### src/rtl/fwd_hazard_ctrl.sv
// Forwarding and load-use hazard controller for a 5-stage MIPS pipeline.
// Tracks destination info for the instructions ahead of ID and produces
// registered ALU operand-forward selects plus the load-use stall/bubble.
//
// Only the EX and MEM tracking stages are kept. At the edge where a
// consumer enters EX, the EX producer moves to MEM (select 10) and the MEM
// producer moves to WB (select 01). The producer leaving WB at that edge
// is covered by the register file's write-before-read, so a third stage
// would never influence any output. MEM also needs no load flag: by the
// time a load reaches MEM its data is forwardable.
module fwd_hazard_ctrl #(
    parameter int CNT_W = 16
) (
    input  logic             clk,
    input  logic             reset,
    input  logic             id_valid,
    input  logic [4:0]       id_rs,
    input  logic [4:0]       id_rt,
    input  logic             id_uses_rs,
    input  logic             id_uses_rt,
    input  logic [4:0]       id_rd,
    input  logic             id_reg_write,
    input  logic             id_mem_read,
    input  logic             flush,
    input  logic             ext_stall,
    output logic [1:0]       ForwardA,
    output logic [1:0]       ForwardB,
    output logic             stall,
    output logic             bubble,
    output logic [CNT_W-1:0] stall_count
);

    localparam logic [1:0] FWD_RF  = 2'b00;
    localparam logic [1:0] FWD_WB  = 2'b01;
    localparam logic [1:0] FWD_MEM = 2'b10;

    localparam logic [CNT_W-1:0] CNT_MAX = {CNT_W{1'b1}};
    localparam logic [CNT_W-1:0] CNT_ONE = {{(CNT_W-1){1'b0}}, 1'b1};

    logic             ex_valid_q,  ex_valid_d;
    logic [4:0]       ex_rd_q,     ex_rd_d;
    logic             ex_rw_q,     ex_rw_d;
    logic             ex_mr_q,     ex_mr_d;
    logic             mem_valid_q, mem_valid_d;
    logic [4:0]       mem_rd_q,    mem_rd_d;
    logic             mem_rw_q,    mem_rw_d;
    logic [1:0]       fwd_a_q,     fwd_a_d;
    logic [1:0]       fwd_b_q,     fwd_b_d;
    logic [CNT_W-1:0] cnt_q,       cnt_d;

    logic hit_ex_rs, hit_ex_rt, hit_mem_rs, hit_mem_rt;
    logic lu;

    // Register $0 is hard-wired, so a producer targeting it never matches.
    function automatic logic hit(input logic v, input logic rw,
                                 input logic [4:0] rd, input logic [4:0] r);
        return v && rw && (rd != 5'd0) && (rd == r);
    endfunction

    // Dependency matches of the ID sources against the tracked producers.
    always_comb begin
        hit_ex_rs  = hit(ex_valid_q,  ex_rw_q,  ex_rd_q,  id_rs);
        hit_ex_rt  = hit(ex_valid_q,  ex_rw_q,  ex_rd_q,  id_rt);
        hit_mem_rs = hit(mem_valid_q, mem_rw_q, mem_rd_q, id_rs);
        hit_mem_rt = hit(mem_valid_q, mem_rw_q, mem_rd_q, id_rt);
        lu = id_valid && ex_mr_q &&
             ((id_uses_rs && hit_ex_rs) || (id_uses_rt && hit_ex_rt));
    end

    // Stall only when a load-use hazard is not overridden by a higher-priority control.
    always_comb begin
        stall  = lu && !reset && !ext_stall && !flush;
        bubble = stall;
    end

    // Next-state selection: reset > ext_stall > flush > load-use > advance.
    always_comb begin
        ex_valid_d  = ex_valid_q;
        ex_rd_d     = ex_rd_q;
        ex_rw_d     = ex_rw_q;
        ex_mr_d     = ex_mr_q;
        mem_valid_d = mem_valid_q;
        mem_rd_d    = mem_rd_q;
        mem_rw_d    = mem_rw_q;
        fwd_a_d     = fwd_a_q;
        fwd_b_d     = fwd_b_q;
        cnt_d       = cnt_q;

        if (reset) begin
            ex_valid_d  = 1'b0;
            ex_rd_d     = 5'd0;
            ex_rw_d     = 1'b0;
            ex_mr_d     = 1'b0;
            mem_valid_d = 1'b0;
            mem_rd_d    = 5'd0;
            mem_rw_d    = 1'b0;
            fwd_a_d     = FWD_RF;
            fwd_b_d     = FWD_RF;
            cnt_d       = '0;
        end else if (!ext_stall) begin
            mem_valid_d = ex_valid_q;
            mem_rd_d    = ex_rd_q;
            mem_rw_d    = ex_rw_q;
            if (flush || lu) begin
                ex_valid_d = 1'b0;
                ex_rd_d    = 5'd0;
                ex_rw_d    = 1'b0;
                ex_mr_d    = 1'b0;
                fwd_a_d    = FWD_RF;
                fwd_b_d    = FWD_RF;
                if (!flush && cnt_q != CNT_MAX) begin
                    cnt_d = cnt_q + CNT_ONE;
                end
            end else begin
                ex_valid_d = id_valid;
                ex_rd_d    = id_rd;
                ex_rw_d    = id_reg_write;
                ex_mr_d    = id_mem_read;
                fwd_a_d    = FWD_RF;
                fwd_b_d    = FWD_RF;
                if (id_valid) begin
                    if (id_uses_rs && hit_ex_rs && !ex_mr_q) begin
                        fwd_a_d = FWD_MEM;
                    end else if (id_uses_rs && hit_mem_rs) begin
                        fwd_a_d = FWD_WB;
                    end
                    if (id_uses_rt && hit_ex_rt && !ex_mr_q) begin
                        fwd_b_d = FWD_MEM;
                    end else if (id_uses_rt && hit_mem_rt) begin
                        fwd_b_d = FWD_WB;
                    end
                end
            end
        end
    end

    // State register.
    always_ff @(posedge clk) begin
        ex_valid_q  <= ex_valid_d;
        ex_rd_q     <= ex_rd_d;
        ex_rw_q     <= ex_rw_d;
        ex_mr_q     <= ex_mr_d;
        mem_valid_q <= mem_valid_d;
        mem_rd_q    <= mem_rd_d;
        mem_rw_q    <= mem_rw_d;
        fwd_a_q     <= fwd_a_d;
        fwd_b_q     <= fwd_b_d;
        cnt_q       <= cnt_d;
    end

    assign ForwardA    = fwd_a_q;
    assign ForwardB    = fwd_b_q;
    assign stall_count = cnt_q;

endmodule

### config.mk
export PLATFORM = sky130hd
export DESIGN_NAME = fwd_hazard_ctrl
export DESIGN_NICKNAME = d
export VERILOG_FILES = /design/src/rtl/fwd_hazard_ctrl.sv
export SDC_FILE = /design/constraint.sdc
export NUM_CORES = 1
export LEC_CHECK = 0
export ABC_AREA = 1
export CAP_MARGIN = 20
export CORE_AREA = 3 3 81 83
export DETAILED_ROUTE_END_ITERATION = 10
export DIE_AREA = 0 0 84 86
export HOLD_SLACK_MARGIN = 0.05
export PLACE_DENSITY = 0.62
export SKIP_LAST_GASP = 1
export SLEW_MARGIN = 20
export SYNTH_ARGS = -nofsm -noshare
export SYNTH_HDL_FRONTEND = slang
export SYNTH_SLANG_ARGS = --single-unit
### constraint.sdc
create_clock -name clk -period 1.9 [get_ports clk]
set_input_delay 0.38 -clock clk [delete_from_list [all_inputs] [get_ports clk]]
set_output_delay 0.38 -clock clk [all_outputs]
set_load 0.005 [all_outputs]
# ---- After elaboration in Yosys (flattened, before gate mapping)
# Index checks and enable logic that the tools add are counted.
dict set report op_classes {
  muxes 12
  n_lt_le_gt_ge 0
  n_shift 0
  bitwise_logic 1
  div 0
  mul 0
  add_sub_neg 1
  n_reduce_logical 29
  eq_ne 5
}
# operator count
set op_table {}
lappend op_table {{$eq 5x5->1} 4}
lappend op_table {{$logic_and 1x1->1} 20}
lappend op_table {{$add 16x1->16 const B} 1}
lappend op_table {{$ne 16x16->1 const B} 1}
lappend op_table {{$mux 2} 6}
lappend op_table {{$reduce_bool 5->1} 2}
lappend op_table {{$mux 1} 5}
lappend op_table {{$mux 5} 1}
lappend op_table {{$logic_not 1->1} 4}
lappend op_table {{$reduce_and 3->1} 1}
lappend op_table {{$logic_or 1x1->1} 2}
lappend op_table {{$not 1->1} 1}
dict set report totals {
  out_inout_bits 22
  ramBits 0
  latchBits 0
  input_bits 24
  romBits 0
  n_memories 0
  elab_cells 58
  reg_bits 35
}

# ---- Depth between registers and ports, before layout
dict set report logic_depth {
  depth_word 9
  mapped_depth 14
  depth_no_buf 13
}

# ---- Worst setup path after synthesis
# No wires, ideal clock.
dict set report synth_path {
  kind {input port to output port}
  start {in id_rt[3]}
  end {out stall}
  required_time_ns 1.520
  arrival_time_ns 1.379
  setup_slack_ns 0.141
  stages 9
  path_buffers 1
  cell_sequence {inv_1 -> a21boi_0 -> nand2_1 -> nor2_2 -> nand3_1 -> nand2_1 -> nand2_2 -> nor4_1 -> buf_4}
}
dict set report synth_via {
  elab_chain_cells 8
}
# element line
set synth_rtl {}
lappend synth_rtl {{from (decl)} 18} ;# input logic [4:0] id_rt,
lappend synth_rtl {{$eq 5x5->1} 57} ;# return v && rw && (rd != 5'd0) && (rd == r);
lappend synth_rtl {{$logic_and 1x1->1} 57}
lappend synth_rtl {{$logic_and 1x1->1} 67} ;# ((id_uses_rs && hit_ex_rs) || (id_uses_rt && hit_ex_rt));
lappend synth_rtl {{$logic_or 1x1->1} 67}
lappend synth_rtl {{$logic_and 1x1->1} 66} ;# lu = id_valid && ex_mr_q &&
lappend synth_rtl {{$logic_and 1x1->1 (3 in series)} 72} ;# stall = lu && !reset && !ext_stall && !flush;
lappend synth_rtl {{to (decl)} 28} ;# output logic stall,
# No other way between the ends.

# ---- Worst setup path in the final report
dict set report layout_path {
  start {in id_rs[3]}
  end {out bubble}
}
dict set report layout_via {
  elab_chain_cells 8
}
# element line
set layout_rtl {}
lappend layout_rtl {{from (decl)} 17} ;# input logic [4:0] id_rs,
lappend layout_rtl {{$eq 5x5->1} 57}
lappend layout_rtl {{$logic_and 1x1->1} 57}
lappend layout_rtl {{$logic_and 1x1->1} 67}
lappend layout_rtl {{$logic_or 1x1->1} 67}
lappend layout_rtl {{$logic_and 1x1->1} 66}
lappend layout_rtl {{$logic_and 1x1->1 (3 in series)} 72}
lappend layout_rtl {{to (decl)} 29} ;# output logic bubble,
# No other way between the ends.

==> results.cfg <==
[worst_setup_path]
worst-path-buf-inv = 3
cp_slowest_stage_delay_ns = 0.23
worstSetupPathType = in2out
start_kind = primary input
crit_path_end_kind = output pin
crit_required_ns = 1.52
cp_top_family = simple AND/OR/NAND/NOR gates
critPathMaxFanout = 3
crit_slowest_cell = dlygate4sd2_1
critical_path_arrival_ns = 1.59
cp_cell_sequence = dlygate4sd2_1 -> inv_1 -> a21oi_1 -> nand2_1 -> nor2_4 -> nand3_2 -> nand2_2 -> nand2_4 -> nor4_4 -> buf_2

[power]
switchingPower_mw = 0.444
pwr-share-seq = 0.458
switching_share = 0.265
p_total_mw = 1.67
p_leak_nw = 1.48
vdd_drop_max_mv = 0.330
p_comb_frac = 0.183
pwr_density_cell_nw_per_um2 = 505
intPower_mw = 1.23
clockPowerShare = 0.359

[synthesis]
synth_top_family_by_area = simple AND/OR/NAND/NOR gates
synth_fa_ha_area_frac = 0.00539
synth.area.mux_share = 0
yosys_warnings = 0
ys_seq_elements = 35
yosysSeqAreaShare = 0.302
synth-compound-area-share = 0.0680
synthCells = 380
synth_xor_area_frac = 0.0151
synthSimpleGateAreaFrac = 0.447
syn_nets = 405
syn_area_sq_um = 2320
postSynthAreaPerCell_sq_um = 6.10
synth_cell_types = 28

[drt]
drt-total-wl_mm = 6.30
vias_per_cell = 4.70
wire_per_inst_um = 11.7
dr.pass1.iters = 4
postRouteAntennaNets = 0
drt_iter0_markers = 72
drc = 0
num_vias = 2522

[global_route]
overflow = 0
grt_pass1_wl_mm = 10.5
grt_pass1_vias = 2426
grt_start_max_net_pins = 25
grt_antenna_before_repair = 0
gr-usage-all-layers = 0.175

[sta]
finClkSkew_ns = 0.00647
holdWs_ns = 0.465
setup_tns_ns = -0.137
slew_headroom = 0.763
slew_violations = 0
rsz0062_at_grt = yes
setup_violations = 2
period_needed_ns = 1.97
min_period_over_period = 1.04
setup_ws_ns = -0.0695
tightest_slew_ns = 0.352
finalHoldViolations = 0
max_freq_mhz = 508

[floorplanning]
dieArea_sq_um = 7220
core-area_sq_um = 5920
ioPinCount = 46
start_util = 0.392
dieWidth_um = 84
rows = 28
die_h_um = 86

[clocking]
hold_buffers = 0
cts_tree = built
cts_made_buffers = 5
clkTransAtPathRegs_ns = 0.07
root_buffer = clkbuf_8
clkLatencyLatePin_ns = 0.29
cts_sinks = 35
clockBufferDepth = 2
cts.htree.levels = 2

[worst_hold_path]
worstHoldPathType = reg2reg

[place]
dpl_cell_area_sq_um = 3020
gp_congestion = 0.844
io_buffers = 45
place_hpwl_mm = 4.40

[cells_and_area]
nNetsFinal = 486
mostFrequentLayoutCell = nand2_1
layout_common_cells = nand2_1, inv_1, nor2_1
areaGrowthSynthToFinish_pct = 42.7
drive_gt1_frac = 0.201
finalInstanceArea_sq_um = 3310
utilization = 0.559
n_antenna_cell = 0

[run_status]
status = complete, but fails checks
violations = negative setup slack

[job]
drv_cap = 0
-- repair_timing --
| action | 4_1_cts | 5_1_grt |
|---|---|---|
| resized for setup | 31 | 22 |
| pin swaps | 10 | 12 |
| cloned | 0 | 2 |
| setup buffers | 9 | 1 |
| setup endpoints to repair | 9 | 30 |
-- kinds of logic (layout without fill, tap and decap cells) --
logic type	count (synthesis)	count (layout)
simple gates	224	224
buf+inv	85	167
flops	35	35
compound gates	31	31
xor+xnor	4	4
fa+ha+maj	1	1
-- state kept, by name, indices dropped and copies added (netlist names) --
name	flops
ForwardA	2
ForwardB	2
ex_mr_q	1
ex_rd_q	5
ex_rw_q	1
ex_valid_q	1
mem_rd_q	5
mem_rw_q	1
mem_valid_q	1
stall_count	16
-- worst reg2reg max path: stages, from the launching register on --
cell     delay (ns)
dfxtp_1        0.39
ha_1           0.22
nand2_1        0.12
nor3_2         0.22
inv_1          0.11
nor3_1         0.35
nand3_2        0.12
nand2_1        0.07
inv_1          0.04
nor2_1         0.08
-- path summary, 6_finish.rpt --
kind	from	to	slack (ns)	cells after the start
setup / recovery	id_rs[3]	bubble	-0.07	10
hold / removal	ForwardB[1]	ForwardB[1]	0.47	2
setup reg to reg	stall_count[1]	stall_count[14]	0.14	9
hold reg to reg	ForwardB[1]	ForwardB[1]	0.47	2
-- power groups by stage --
| stage | sequential [mW] | clock, mW | combinational, mW |
|---|---|---|---|
| after floorplan | 0.781 | 0 | 0.150 |
| after global placement | 0.784 | 0 | 0.270 |
| after detailed placement | 0.784 | 0 | 0.270 |
| after CTS | 0.768 | 0.627 | 0.279 |
| after global routing | 0.768 | 0.649 | 0.339 |
| final | 0.766 | 0.601 | 0.306 |
-- cells in the mapped netlist --
cell type,count,area [sq um]
clkbuf_4,1,7.51
xnor2_1,1,8.76
nand3b_1,1,7.51
nand4_1,20,125
buf_12,1,20.0
buf_1,1,3.75
nor2_2,3,18.8
clkbuf_1,6,22.5
buf_6,2,22.5
ha_1,1,12.5
inv_2,3,11.3
inv_1,67,251
nor2_1,42,158
o21ai_0,10,50.1
nand2_4,1,11.3
nor2_4,1,11.3
nand2_2,1,6.26
nand3_2,12,120
buf_8,1,15.0
xor2_1,3,26.3
buf_4,3,22.5
nor4_1,1,6.26
nand2_1,110,413
dfxtp_1,35,701
a21boi_0,1,7.51
nor3_1,12,60.1
a21oi_1,20,100
nand3_1,20,100
-- per-layer routing --
layer / global-route usage / up-vias / routed length (um)
li1: - / 1352 / -
met1: 0.214 / 1103 / 3000
met2: 0.301 / 57 / 2950
met3: 0.0413 / 10 / 239
met4: 0.0614 / 0 / 106
met5: 0 / - / 0
-- per-stage QoR --
stage,worst slack (ns),instances
floorplan,0.141,380
global placement,-0.757,518
detailed placement,-0.817,518
CTS,-0.138,535
global route,-0.171,537
finish,-0.0695,537
-- cell type report --
type,instances,area (sq um)
repair buffers,89,820
well taps,75,93.8
fillers,582,2610
flip-flops and latches,35,714
multi-input cells,260,1320
inverters,70,265
clock buffers,8,100
No activity file was read; power rests on OpenSTA's default activity.
==> patch 1, RTL diff (same flow settings) <==
Change the parameter `CNT_W` from 16 to 24.
--- a/src/rtl/fwd_hazard_ctrl.sv
+++ b/src/rtl/fwd_hazard_ctrl.sv
@@ -10,5 +10,5 @@
 // time a load reaches MEM its data is forwardable.
 module fwd_hazard_ctrl #(
-    parameter int CNT_W = 16
+    parameter int CNT_W = 24
 ) (
     input  logic             clk,
Ports: changed (resized stall_count); port bits go from 46 to 54. The function was not compared with the original's and may differ.
==> patch 1 against the unedited design <==
- cell area up 15%
- power up 10%
- sequential share of layout area up 1.4 points
- setup slack better by 0.093 ns
- die area unchanged
- non-clock buffer count up 20
- area after synthesis up 14%
- sequential cell count up 8
- clock power up 11%
- wire length up 22%
==> patch 1: results <==
[run_status]
status = completed

[detailed_routing]
routed_wl_um = 7720
viasPerCell = 4.86
drtIter0Drc = 99

[logic_synthesis]
synthesis.nets = 456
synth_commonest_cells = nand2_1, nor2_1, inv_1
synth_mux_area_frac = 0
synth_adder_area_share = 0.00472
synth_compound_area_frac = 0.101
synthCells = 431
synth_cell_types = 32
synthTopCellsByArea = dfxtp_1, nand2_1, nor2_1
yosysSeqAreaShare = 0.325

[setup_path]
cp_max_fo = 4
ff2ff_path_depth = 11
cp_data_arrival_time_ns = 1.50
crit_end = stall
r2r_slack_ns = 0.18
timing.rr.start = ex_rd_q[1]$_SDFFE_PP0N_

[clocking]
cts-root-buf = clkbuf_8
clk_pin_slew_ns = 0.09

[placed_design]
dp.cells = 597
finalWeightedCongestion = 0.890
io_buffers = 53
dpl-instance-area_mm2 = 0.00359
post-dp-hpwl_um = 5940

[pwr]
peakVddDrop_uv = 312
p_leak_nw = 1.69

[grt]
antenna_found_initial = 0
grt_use_total = 0.220
grt_pass1_wl_um = 13100
grt_max_degree = 24
grt_pass1_vias = 2865

[min_path]
worstHoldEndpoint = ForwardA[1]$_SDFFE_PP0N_
worstHoldStart = ForwardA[1]$_SDFFE_PP0N_

[timing]
skew_ns = 0.0103
worst_pin_slew_ns = 0.346

[final_layout]
fin_cells = 611
largest_reg_flops = 24
nNetsFinal = 560
drive_gt1_frac = 0.207
patch 1: cell count changes after synthesis, moves of 4 or more:
| cell | delta |
|---|---|
| nand2_1 | +13 |
| nand3_1 | +4 |
| nor3_1 | -7 |
| nand3_2 | -11 |
| dfxtp_1 | +8 |
| xor2_1 | +11 |
| nand4_1 | -8 |
| o21ai_1 | +11 |
| inv_1 | -20 |
| nor2_1 | +41 |
patch 1: worst max-delay path: stages (launching register included):
cell	delay [ns]
dfxtp_2	0.35
buf_4	0.14
nand2_2	0.06
and2_4	0.13
nand4_1	0.12
nand2_1	0.11
nand3_2	0.08
nor2_2	0.10
buf_2	0.12
patch 1: layer usage:
layer / vias up / global-route usage / part of all wire
met4: 0 / 0.0658 / 0.022
met1: 1325 / 0.267 / 0.45
met3: 15 / 0.0403 / 0.039
li1: 1563 / - / -
met5: - / 0 / 0
met2: 69 / 0.397 / 0.49
patch 1: through the flow:
stage	setup slack (ns)	hold WS (ns)
5_1_grt	-0.0841	0.493
4_1_cts	-0.0506	0.470
6_report	0.0231	0.466
3_5_place_dp	-0.612	0.457
2_1_floorplan	0.141	0.447
3_3_place_gp	-0.602	0.444
patch 1: final cells by class:
class	instances	area, µm²
clock inverter	1	7.51
fill	586	2120
clock buffer	7	96.3
multi-input combinational	324	1590
tap	75	93.8
sequential	43	876
timing repair buffer	109	938
inverter	52	198
patch 1: where the power goes:
group,total (mW),switching [mW],leakage (nW),internal (mW)
sequential,0.930,0.0171,0.352,0.913
combinational,0.244,0.121,1.29,0.123
clock,0.666,0.335,0.0505,0.331
patch 1: what timing repair did:
action                                  4_1_cts  5_1_grt
buffers inserted                              5        1
endpoints found under the hold margin         0        0
pin swaps                                     4        8
resized for setup                            30       25
endpoints found under the setup margin        8       23
hold buffers                                  0        0
==> patch 2, RTL diff (same settings) <==
Made on the original files. Register the output `stall_count` once more; this adds one clock of latency there. The other outputs are not delayed to match.
--- a/src/rtl/fwd_hazard_ctrl.sv
+++ b/src/rtl/fwd_hazard_ctrl.sv
@@ -151,5 +151,7 @@
     assign ForwardA    = fwd_a_q;
     assign ForwardB    = fwd_b_q;
-    assign stall_count = cnt_q;
+    always_ff @(posedge clk) begin
+        stall_count <= cnt_q;
+    end
 
 endmodule
Formal check against the unedited RTL: not equivalent (a bounded check fails within 4 cycles, from zero or initial values and one cycle with reset high).
==> patch 2 against the unedited design <==
- the flow still finishes with violations (negative setup slack)
- combinational power decreased by 5%
- clock skew decreased by 0.0019 ns
- power increased by 23%
- cell area increased by 7.5%
- highest routed layer unchanged
- area after synthesis increased by 10%
- sequential power increased by 44%
- first-iteration DRC count decreased by 4.2%
- sequential share of layout area increased by 7.7 points
- setup slack got worse by 0.12 ns
- wire length about the same
- non-clock buffer count decreased by 7
- sequential cell count increased by 16
==> patch 2: results <==
[grt]
antenna_found_initial = 0
grt_pass1_vias = 2486
grt_use_total = 0.185
grt_max_degree = 27
grt_pass1_wl_um = 10900

[timing]
setup_violations = 2
skew_ns = 0.00460
maxSlewHeadroom = 0.760
setup_ws_ns = -0.186

[detailed_routing]
wl_per_cell_um = 12.3
viasPerCell = 4.82
drtIter0Drc = 69
dr.pass1.iters = 4

[placed_design]
finalWeightedCongestion = 0.908
dp.cells = 496
dpl-instance-area_mm2 = 0.00330
post-dp-hpwl_um = 4630

[final_layout]
n_fill_cell = 582
fin_cells = 511
top_regs = cnt_q: 16 flops, stall_count: 16 flops
nNetsFinal = 460
drive_gt1_frac = 0.218

[logic_synthesis]
synth_area_per_cell_um2 = 7.14
synthTopCellsByArea = dfxtp_1, nand2_1, inv_1
synth_cell_types = 36
synthesis.nets = 384
yosysSeqAreaShare = 0.398
synth_warnings = 0
synth_commonest_cells = nand2_1, dfxtp_1, inv_1
synth_edf_count = 0

[min_path]
worstHoldStart = cnt_q[9]$_SDFFE_PP0P_

[setup_path]
critical_path.slowest_cell = dfxtp_4
crit_start = ex_rd_q[4]$_SDFFE_PP0N_
timing.rr.start = ex_rd_q[1]$_SDFFE_PP0N_
cp_max_fo = 4
max_stage_delay_ns = 0.37
cp_data_arrival_time_ns = 1.71

[pwr]
p_sw_frac = 0.243
power_frac_seq = 0.537
p_leak_nw = 1.52
peakVddDrop_uv = 335

[run_status]
status = finished, violations left
failed_checks = negative setup slack

[clocking]
ctsLongestPathBuffers = 2
cts_max_level = 2
cts_setup_buffers = 10
cts_resized = 32
[patch 2: cell types whose count changed in the layout (fill, tap and decap cells not counted), moves of 6 or more]
cell	delta
nand2_1	-22
inv_1	-21
dfxtp_1	+15
buf_4	-11
nand3_1	-8
xor2_1	+6
[patch 2: final timing paths]
path | endpoint | slack [ns] | depth (start not counted)
max | bubble | -0.19 | 12
min | stall_count[9]$_DFF_P_ | 0.38 | 0
max reg2reg | ForwardA[1]$_SDFFE_PP0N_ | 0.13 | 14
min reg2reg | stall_count[9]$_DFF_P_ | 0.38 | 0
[patch 2: layout make-up]
type	count	share of cell area
sequential	51	0.293
clock buffer	8	0.0281
tap	75	0.0264
inverter	50	0.0541
multi-input combinational	245	0.377
timing repair buffer	82	0.222
[patch 2: power groups by stage]
stage	sequential [mW]	combinational, mW	clock (mW)
6_report	1.10	0.291	0.660
5_1_grt	1.11	0.321	0.737
4_1_cts	1.11	0.275	0.687
3_5_place_dp	1.13	0.278	0
3_3_place_gp	1.13	0.275	0
2_1_floorplan	1.13	0.142	0
[patch 2: metrics by stage]
step / power, mW / TNS, ns / setup WS, ns / hold WS, ns / util
2_1_floorplan: 1.27 / 0 / 0.138 / 0.351 / -
3_3_place_gp: 1.41 / -7.77 / -0.769 / 0.364 / 0.558
3_5_place_dp: 1.41 / -8.16 / -0.771 / 0.368 / 0.558
4_1_cts: 2.07 / -0.776 / -0.263 / 0.378 / 0.587
5_1_grt: 2.17 / -0.614 / -0.298 / 0.400 / 0.601
6_report: 2.05 / -0.372 / -0.186 / 0.377 / 0.601
[patch 2: worst register-to-register path: stages (launching register included)]
cell	delay, ns
dfxtp_4	0.39
inv_2	0.05
nand2_2	0.06
nand3_2	0.10
nor2_4	0.13
nand3_4	0.09
buf_6	0.13
buf_6	0.10
buf_4	0.12
buf_4	0.13
nor2_4	0.09
nand2_2	0.06
nor3_2	0.14
nor2_1	0.05
nor2_1	0.08
[patch 2: logic make-up (layout without fill, tap and decap cells)]
group                      after synthesis  in the layout  share of synthesized area
xor gates and xnor gates                14             14                     0.0479
and+or+nand+nor                        192            192                      0.359
adders and majority gates                1              1                    0.00488
buffers and inverters                   63            140                      0.109
DFF                                     51             51                      0.398
AOI/OAI and AO/OA                       38             38                     0.0801
[patch 2: per-layer routing]
| layer | vias up | track usage | share of wire | wire length (µm) |
|---|---|---|---|---|
| li1 | 1294 | - | - | - |
| met1 | 1107 | 0.212 | 0.43 | 2720 |
| met2 | 48 | 0.327 | 0.50 | 3150 |
| met3 | 15 | 0.0375 | 0.036 | 229 |
| met4 | 0 | 0.0936 | 0.031 | 197 |
| met5 | - | 0 | 0 | 0 |
